**src/rtl/mat_addsub_seq.sv**
```systemverilog
// rtl/mat_addsub_seq.sv - element-wise FP32 matrix add/subtract sequenced over one shared adder
module mat_addsub_seq #(
    parameter int ROWS = 2,
    parameter int COLS = 2
) (
    input  logic                    clk,
    input  logic                    reset,
    input  logic                    A_stb,
    input  logic                    B_stb,
    input  logic                    op,
    input  logic [32*ROWS*COLS-1:0] A,
    input  logic [32*ROWS*COLS-1:0] B,
    output logic                    in_ack,
    output logic                    busy,
    output logic                    result_ready,
    input  logic                    result_ack,
    output logic [32*ROWS*COLS-1:0] result
);
    localparam int N = ROWS * COLS;
    localparam int KW = (N > 1) ? $clog2(N) : 1;
    localparam logic [KW-1:0] K_LAST = KW'(N - 1);

    typedef enum logic [2:0] {S_IDLE, S_LOAD, S_WAIT, S_ACK, S_DONE} state_t;
    state_t state, state_nx;

    logic [32*N-1:0] a_reg, b_reg;
    logic            op_reg;
    logic [KW-1:0]   k;
    logic            capture, store, k_step;
    logic            adder_load, adder_ack, adder_rdy;
    logic [31:0]     adder_num1, adder_num2, adder_res;

    always_ff @(posedge clk or negedge reset) begin
        if (!reset) state <= S_IDLE;
        else        state <= state_nx;
    end

    always_comb begin
        state_nx   = state;
        capture    = 1'b0;
        store      = 1'b0;
        k_step     = 1'b0;
        adder_load = 1'b0;
        adder_ack  = 1'b0;
        case (state)
            S_IDLE: if (A_stb && B_stb) begin
                capture  = 1'b1;
                state_nx = S_LOAD;
            end
            S_LOAD: begin
                adder_load = 1'b1;
                state_nx   = S_WAIT;
            end
            S_WAIT: if (adder_rdy) begin
                store     = 1'b1;
                adder_ack = 1'b1;
                state_nx  = S_ACK;
            end
            // Keep acknowledging until the adder has actually dropped its result
            S_ACK: begin
                if (adder_rdy) begin
                    adder_ack = 1'b1;
                end else if (k == K_LAST) begin
                    state_nx = S_DONE;
                end else begin
                    k_step   = 1'b1;
                    state_nx = S_LOAD;
                end
            end
            S_DONE: if (result_ack) state_nx = S_IDLE;
            default: state_nx = S_IDLE;
        endcase
    end

    assign busy         = (state != S_IDLE);
    assign result_ready = (state == S_DONE);

    always_ff @(posedge clk or negedge reset) begin
        if (!reset) begin
            a_reg  <= '0;
            b_reg  <= '0;
            op_reg <= 1'b0;
            k      <= '0;
            in_ack <= 1'b0;
            result <= '0;
        end else begin
            in_ack <= capture;
            if (capture) begin
                a_reg  <= A;
                b_reg  <= B;
                op_reg <= op;
                k      <= '0;
            end
            if (k_step) k <= k + KW'(1);
            if (store) begin
                for (int i = 0; i < N; i++)
                    if (k == KW'(i)) result[i*32 +: 32] <= adder_res;
            end
        end
    end

    // Subtraction is a pure sign flip of B so zero, Inf and NaN invert exactly
    always_comb begin
        adder_num1 = '0;
        adder_num2 = '0;
        for (int i = 0; i < N; i++) begin
            if (k == KW'(i)) begin
                adder_num1 = a_reg[i*32 +: 32];
                adder_num2 = b_reg[i*32 +: 32] ^ {op_reg, 31'd0};
            end
        end
    end

    adder u_adder (
        .reset        (reset),
        .clk          (clk),
        .load         (adder_load),
        .Number1      (adder_num1),
        .Number2      (adder_num2),
        .result_ready (adder_rdy),
        .result_ack   (adder_ack),
        .Result       (adder_res)
    );
endmodule

// Multi-cycle IEEE-754 single adder, round-to-nearest-even, subnormals kept, NaN made quiet.
module adder (
    input  logic        reset,
    input  logic        clk,
    input  logic        load,
    input  logic [31:0] Number1,
    input  logic [31:0] Number2,
    output logic        result_ready,
    input  logic        result_ack,
    output logic [31:0] Result
);
    typedef enum logic [2:0] {A_IDLE, A_ALIGN, A_ADD, A_NORM, A_ROUND, A_DONE} astate_t;
    astate_t state, state_nx;

    logic [31:0] n1, n2;
    logic        spec_q, sgn_q, eff_sub_q, neg_zero_q, zero_q;
    logic [31:0] spec_val_q;
    logic [8:0]  exp_q, ne_q;
    logic [26:0] ma_q, mb_q, nm_q;
    logic [27:0] sum_q;

    function automatic logic [4:0] lzc27(input logic [26:0] v);
        logic [4:0] n;
        n = 5'd27;
        for (int i = 0; i < 27; i++)
            if (v[i]) n = 5'(26 - i);
        return n;
    endfunction

    logic        a_nan, b_nan, a_inf, b_inf, swap, spec_d;
    logic [31:0] big, spec_val_d;
    logic [30:0] sml;
    logic [8:0]  e_big, e_sml, diff;
    logic [26:0] m_big, m_sml, m_sh;

    always_comb begin
        a_nan      = (n1[30:23] == 8'hFF) && (n1[22:0] != 23'd0);
        b_nan      = (n2[30:23] == 8'hFF) && (n2[22:0] != 23'd0);
        a_inf      = (n1[30:23] == 8'hFF) && (n1[22:0] == 23'd0);
        b_inf      = (n2[30:23] == 8'hFF) && (n2[22:0] == 23'd0);
        spec_d     = 1'b1;
        spec_val_d = 32'h7FC00000;
        if (a_nan || b_nan || (a_inf && b_inf && (n1[31] != n2[31]))) spec_val_d = 32'h7FC00000;
        else if (a_inf)                                                 spec_val_d = n1;
        else if (b_inf)                                                 spec_val_d = n2;
        else                                                            spec_d     = 1'b0;
        // Order by magnitude so the mantissa subtraction never goes negative
        swap  = (n2[30:0] > n1[30:0]);
        big   = swap ? n2 : n1;
        sml   = swap ? n1[30:0] : n2[30:0];
        e_big = (big[30:23] == 8'd0) ? 9'd1 : {1'b0, big[30:23]};
        e_sml = (sml[30:23] == 8'd0) ? 9'd1 : {1'b0, sml[30:23]};
        m_big = {big[30:23] != 8'd0, big[22:0], 3'b000};
        m_sml = {sml[30:23] != 8'd0, sml[22:0], 3'b000};
        diff  = e_big - e_sml;
        if (diff > 9'd26) begin
            m_sh = {26'd0, |m_sml};
        end else begin
            m_sh    = m_sml >> diff[4:0];
            m_sh[0] = m_sh[0] | (|(m_sml & ~(27'h7FFFFFF << diff[4:0])));
        end
    end

    logic [4:0]  lz;
    logic [8:0]  max_sh, sh, ne_d;
    logic [26:0] nm_d;

    // Left shift is capped so the exponent never drops below 1 (subnormal floor)
    always_comb begin
        lz     = lzc27(sum_q[26:0]);
        max_sh = exp_q - 9'd1;
        sh     = ({4'd0, lz} > max_sh) ? max_sh : {4'd0, lz};
        if (sum_q[27]) begin
            nm_d = {sum_q[27:2], sum_q[1] | sum_q[0]};
            ne_d = exp_q + 9'd1;
        end else begin
            nm_d = sum_q[26:0] << sh;
            ne_d = exp_q - sh;
        end
    end

    logic        rnd_up;
    logic [24:0] m25;
    logic [23:0] rm;
    logic [8:0]  re;
    logic [31:0] res_d;

    always_comb begin
        rnd_up = nm_q[2] & (nm_q[1] | nm_q[0] | nm_q[3]);
        m25    = {1'b0, nm_q[26:3]} + {24'd0, rnd_up};
        if (m25[24]) begin
            rm = m25[24:1];
            re = ne_q + 9'd1;
        end else begin
            rm = m25[23:0];
            re = ne_q;
        end
        if (spec_q)              res_d = spec_val_q;
        else if (zero_q)         res_d = {neg_zero_q, 31'd0};
        else if (re >= 9'd255)   res_d = {sgn_q, 8'hFF, 23'd0};
        else                     res_d = {sgn_q, rm[23] ? re[7:0] : 8'd0, rm[22:0]};
    end

    always_ff @(posedge clk or negedge reset) begin
        if (!reset) state <= A_IDLE;
        else        state <= state_nx;
    end

    always_comb begin
        state_nx     = state;
        result_ready = 1'b0;
        case (state)
            A_IDLE:  if (load) state_nx = A_ALIGN;
            A_ALIGN: state_nx = A_ADD;
            A_ADD:   state_nx = A_NORM;
            A_NORM:  state_nx = A_ROUND;
            A_ROUND: state_nx = A_DONE;
            A_DONE: begin
                result_ready = 1'b1;
                if (result_ack) state_nx = A_IDLE;
            end
            default: state_nx = A_IDLE;
        endcase
    end

    always_ff @(posedge clk or negedge reset) begin
        if (!reset) begin
            n1 <= '0; n2 <= '0;
            spec_q <= 1'b0; spec_val_q <= '0;
            sgn_q <= 1'b0; eff_sub_q <= 1'b0; neg_zero_q <= 1'b0; zero_q <= 1'b0;
            exp_q <= '0; ne_q <= '0;
            ma_q <= '0; mb_q <= '0; nm_q <= '0; sum_q <= '0;
            Result <= '0;
        end else begin
            case (state)
                A_IDLE: if (load) begin
                    n1 <= Number1;
                    n2 <= Number2;
                end
                A_ALIGN: begin
                    spec_q     <= spec_d;
                    spec_val_q <= spec_val_d;
                    sgn_q      <= big[31];
                    eff_sub_q  <= n1[31] ^ n2[31];
                    neg_zero_q <= n1[31] & n2[31];
                    exp_q      <= e_big;
                    ma_q       <= m_big;
                    mb_q       <= m_sh;
                end
                A_ADD: sum_q <= eff_sub_q ? ({1'b0, ma_q} - {1'b0, mb_q})
                                          : ({1'b0, ma_q} + {1'b0, mb_q});
                A_NORM: begin
                    nm_q   <= nm_d;
                    ne_q   <= ne_d;
                    zero_q <= (sum_q == 28'd0);
                end
                A_ROUND: Result <= res_d;
                default: ;
            endcase
        end
    end
endmodule

```
**config.mk**
```make
export PLATFORM = sky130hd
export DESIGN_NAME = mat_addsub_seq
export DESIGN_NICKNAME = d
export VERILOG_FILES = /design/src/rtl/mat_addsub_seq.sv
export SDC_FILE = /design/constraint.sdc
export NUM_CORES = 2
export LEC_CHECK = 0
export ABC_AREA = 1
export BUFFER_PORTS_ARGS = -buffer_cell sky130_fd_sc_hd__buf_2
export CORE_ASPECT_RATIO = 1.5
export CORE_MARGIN = 10
export CORE_UTILIZATION = 55
export CTS_CLUSTER_SIZE = 14
export DETAILED_ROUTE_END_ITERATION = 16
export PLACE_DENSITY = 0.76
export SYNTH_ARGS = -nofsm -noshare
export SYNTH_HDL_FRONTEND = slang
export SYNTH_SLANG_ARGS = --single-unit
```
**constraint.sdc**
```tcl
create_clock -name clk -period 6.5 [get_ports clk]
set_input_delay 0.65 -clock clk [delete_from_list [all_inputs] [get_ports clk]]
set_output_delay 0.65 -clock clk [all_outputs]
set_load 0.05 [all_outputs]
```
==> results by group <==
Run status
  • Status: complete, no violations

Timing
  • Setup violation total in the final timing report: 0
  • Relative slew slack: 23.18%
  • Fin Setup TNS: 0 ps
  • Unrepaired setup endpoints after global routing: no
  • Final Slew Violations: 0
  • Max Freq: ~170 MHz
  • Transition time at the pin with the least slew margin: approximately 1200 ps
  • Fin crit period: ~6000 ps
  • Ratio of final minimum period to clock period: roughly 92%
  • Worst setup skew after layout: ~86 ps
  • Final hold violation count: 0

Worst setup path
  • Signal arrival time at the worst endpoint: ~6500 ps
  • Required arrival time at the worst endpoint: 7040 ps
  • Most frequent CP cell: sky130_fd_sc_hd__inv_1
  • Critical path's largest stage delay: approximately 560 ps
  • WS Path Type: reg2reg
  • Worst setup EP type: register
  • Register-to-register setup slack: 500 ps
  • Kind of start point of the critical path: register
  • Maximum net fanout on the critical path: 9
  • Critical-path cell with the highest stage delay: sky130_fd_sc_hd__nor3_1

Synthesis
  • Proportion of netlist area held by the largest area contributor: a little under half
  • Unique cell type count in the Yosys netlist: 61
  • Count of flip-flops with a built-in enable after synthesis: 0
  • Number of synthesized register bits: 650
  • Post-Synthesis Net Count: just under 5,000
  • Area leader, netlist: sky130_fd_sc_hd__dfrtp_1
  • Count of warnings emitted by yosys: 0
  • Post-synthesis instance area: about 35,000 um^2
  • Mean post-synth cell area: between 7 and 8 um^2
  • Proportion of register bits with asynchronous set or reset after synthesis: 100.0%
  • Dominant cell by count in the synthesized netlist: sky130_fd_sc_hd__nand2_1
  • Most used DFF post-synth: sky130_fd_sc_hd__dfrtp_1
  • Area contributors post-synth: sky130_fd_sc_hd__dfrtp_1 (47%), sky130_fd_sc_hd__nand2_1 (15%), sky130_fd_sc_hd__o21ai_0 (7.8%)
  • Post-synthesis sequential area ratio: approximately 47%
  • Commonest cells in the netlist: sky130_fd_sc_hd__nand2_1 (1,394), sky130_fd_sc_hd__dfrtp_1 (650), sky130_fd_sc_hd__o21ai_0 (538)
  • Syn Inst Count: around 4,400

GRT
  • Pin count of the biggest net entering global routing: 192
  • First-pass GRT wire length: 176.9 mm
  • Initial antenna violation count: 1
  • GR Overflow Total: 0
  • Global Route met1 Usage: approximately a third
  • Number of global-route vias before repair: 31,410
  • Global Route Usage Sum: between 30 and 40%
  • Global Route met3 Usage: about 4.5%
  • Most heavily used metal layer in global routing: met2
  • Global routing usage on met2: about 53%

Clock tree
  • CTS Sinks: 650
  • Clock tree from TritonCTS: yes
  • Insertion delay to the later sink of the worst-skew pair: just under 700 ps
  • Maximum buffer depth of the clock tree: 3
  • Number of clock buffers inserted by TritonCTS: 61
  • Clock root buffer: sky130_fd_sc_hd__clkbuf_16
  • Clock transition at the registers of the reported paths: approximately 60 ps
  • H-tree lvl count: 2

Route
  • Starting DRT DRC Count: 2,944
  • Count of TritonRoute iterations in the first routing pass: 6
  • Routed wire length: 113.7 mm
  • Detail-routed via count per cell: roughly 5.7
  • Vias after detailed routing: 31,770
  • Number of nets still failing antenna checks after routing: 0
  • Wire length per cell after detailed routing: approximately 20 um
  • Number of remaining DRC errors: 0

Floorplan
  • Height of the die: between 300 and 400 um
  • Core Footprint: 62,360 um^2
  • Starting utilization of the core area: 55.60%
  • Die width: approximately 220 um
  • I/O pin cnt: between 300 and 400
  • Standard-cell row count: 112
  • Die area: roughly 74,000 um^2

Run
  • Max-cap violations: 0

Layout
  • Fraction of final layout cells sized beyond drive strength 1: between 10% and 20%
  • Utilization of the core after routing: a little over three fifths
  • Final net count: 5,097
  • Synth-to-layout area growth: 13.40%

Placed design
  • Quantity of I/O buffers inserted on ports: around 390
  • RD Place Congestion: just under 1
  • Sum of net half-perimeters after detailed placement: 84.54 mm

Min path
  • Kind of path behind the tightest hold check: in2reg
## metal layers
layer  vias up  wire [um]
met4         2       7807
met2      1097      57890
li1      15260          -
met3       316       6139
met1     15100      41850
met5         -         11
## cells by family (layout without fill, tap and decap cells)
logic type / count (synthesis) / count (layout) / share of synthesized area, %
AND/OR/NAND/NOR: 1955 / 1957 / 23.23
multiplexers: 4 / 4 / 0.1155
buffers and inverters: 653 / 973 / 7.160
adder cells (fa/ha/maj): 113 / 113 / 4.143
flip-flops: 650 / 650 / 46.92
AO/OA/AOI/OAI: 1017 / 1017 / 17.07
other: 0 / 1 / 0
XOR/XNOR: 54 / 54 / 1.364
## cell type report
cell class	instances	area, um^2
Antenna cell	1	2.502
Clock buffer	85	1707
Clock inverter	24	272.8
Fill cell	5575	23050
Inverter	409	1546
Multi-Input combinational cell	3145	16010
Sequential cell	650	16270
Tap cell	798	998.5
Timing Repair Buffer	455	2510
## placed cells by master (no fill, tap or decap), types with 12 or more instances in the layout
| cell | netlist | layout |
|---|---|---|
| sky130_fd_sc_hd__o21ai_0 | 538 | 536 |
| sky130_fd_sc_hd__nand4_1 | 42 | 42 |
| sky130_fd_sc_hd__buf_4 | 0 | 57 |
| sky130_fd_sc_hd__nand3_1 | 227 | 227 |
| sky130_fd_sc_hd__nor2_1 | 197 | 193 |
| sky130_fd_sc_hd__o22ai_1 | 16 | 16 |
| sky130_fd_sc_hd__o221ai_1 | 27 | 27 |
| sky130_fd_sc_hd__nand2_1 | 1394 | 1388 |
| sky130_fd_sc_hd__dfrtp_1 | 650 | 650 |
| sky130_fd_sc_hd__xor2_1 | 46 | 46 |
| sky130_fd_sc_hd__clkinv_2 | 0 | 12 |
| sky130_fd_sc_hd__ha_1 | 110 | 110 |
| sky130_fd_sc_hd__a31oi_1 | 12 | 12 |
| sky130_fd_sc_hd__o211ai_1 | 82 | 82 |
| sky130_fd_sc_hd__nor3_1 | 28 | 26 |
| sky130_fd_sc_hd__buf_2 | 8 | 391 |
| sky130_fd_sc_hd__clkbuf_1 | 212 | 15 |
| sky130_fd_sc_hd__inv_1 | 396 | 395 |
| sky130_fd_sc_hd__clkbuf_16 | 0 | 61 |
| sky130_fd_sc_hd__a221oi_1 | 28 | 28 |
| sky130_fd_sc_hd__nor4_1 | 18 | 18 |
| sky130_fd_sc_hd__a21oi_1 | 196 | 196 |
| sky130_fd_sc_hd__or2_2 | 17 | 17 |
| sky130_fd_sc_hd__a22oi_1 | 38 | 38 |
## final timing paths
path	from	to	depth (start not counted)
setup reg to reg	u_adder.n2[21]$_DFFE_PN0P_	u_adder.mb_q[7]$_DFFE_PN0P_	33
setup / recovery	u_adder.n2[21]$_DFFE_PN0P_	u_adder.mb_q[7]$_DFFE_PN0P_	33
min in group asynchronous	reset	u_adder.ma_q[6]$_DFFE_PN0P_	2
hold / removal	A[24]	a_reg[24]$_DFFE_PN0P_	3
max in group asynchronous	reset	b_reg[62]$_DFFE_PN0P_	3
hold reg to reg	u_adder.spec_val_q[5]$_DFFE_PN0P_	u_adder.spec_val_q[5]$_DFFE_PN0P_	2
## what timing repair did
item                                    in CTS  in global routing
gates resized for setup                      0                  6
endpoints found under the hold margin        8                  0
hold buffers                                 1                  0
buffers inserted                             0                  4
endpoints found under the setup margin       0                 20
## critical path: cells and delay by family (launching register included)
family	cells	cell delay (ps)
flip-flops	1	420
AO/OA/AOI/OAI	7	990
buffers and inverters	6	540
AND/OR/NAND/NOR	17	3080
adder cells (fa/ha/maj)	3	840
## metrics by stage
step	area, um^2	hold slack, ps	setup slack (ps)	std cells
after floorplan	34670	354.4	843.2	4446
after global placement	37240	447.9	344.9	5450
after detailed placement	37240	452.8	276.0	5450
after CTS	39230	142.1	217.3	5560
after global routing	39310	149.0	60.87	5566
final	39310	162.5	496.7	5567
Power is left out: the tool's default activity adds up to more than one toggle a clock period on the data nets, which glitch-free logic cannot reach.
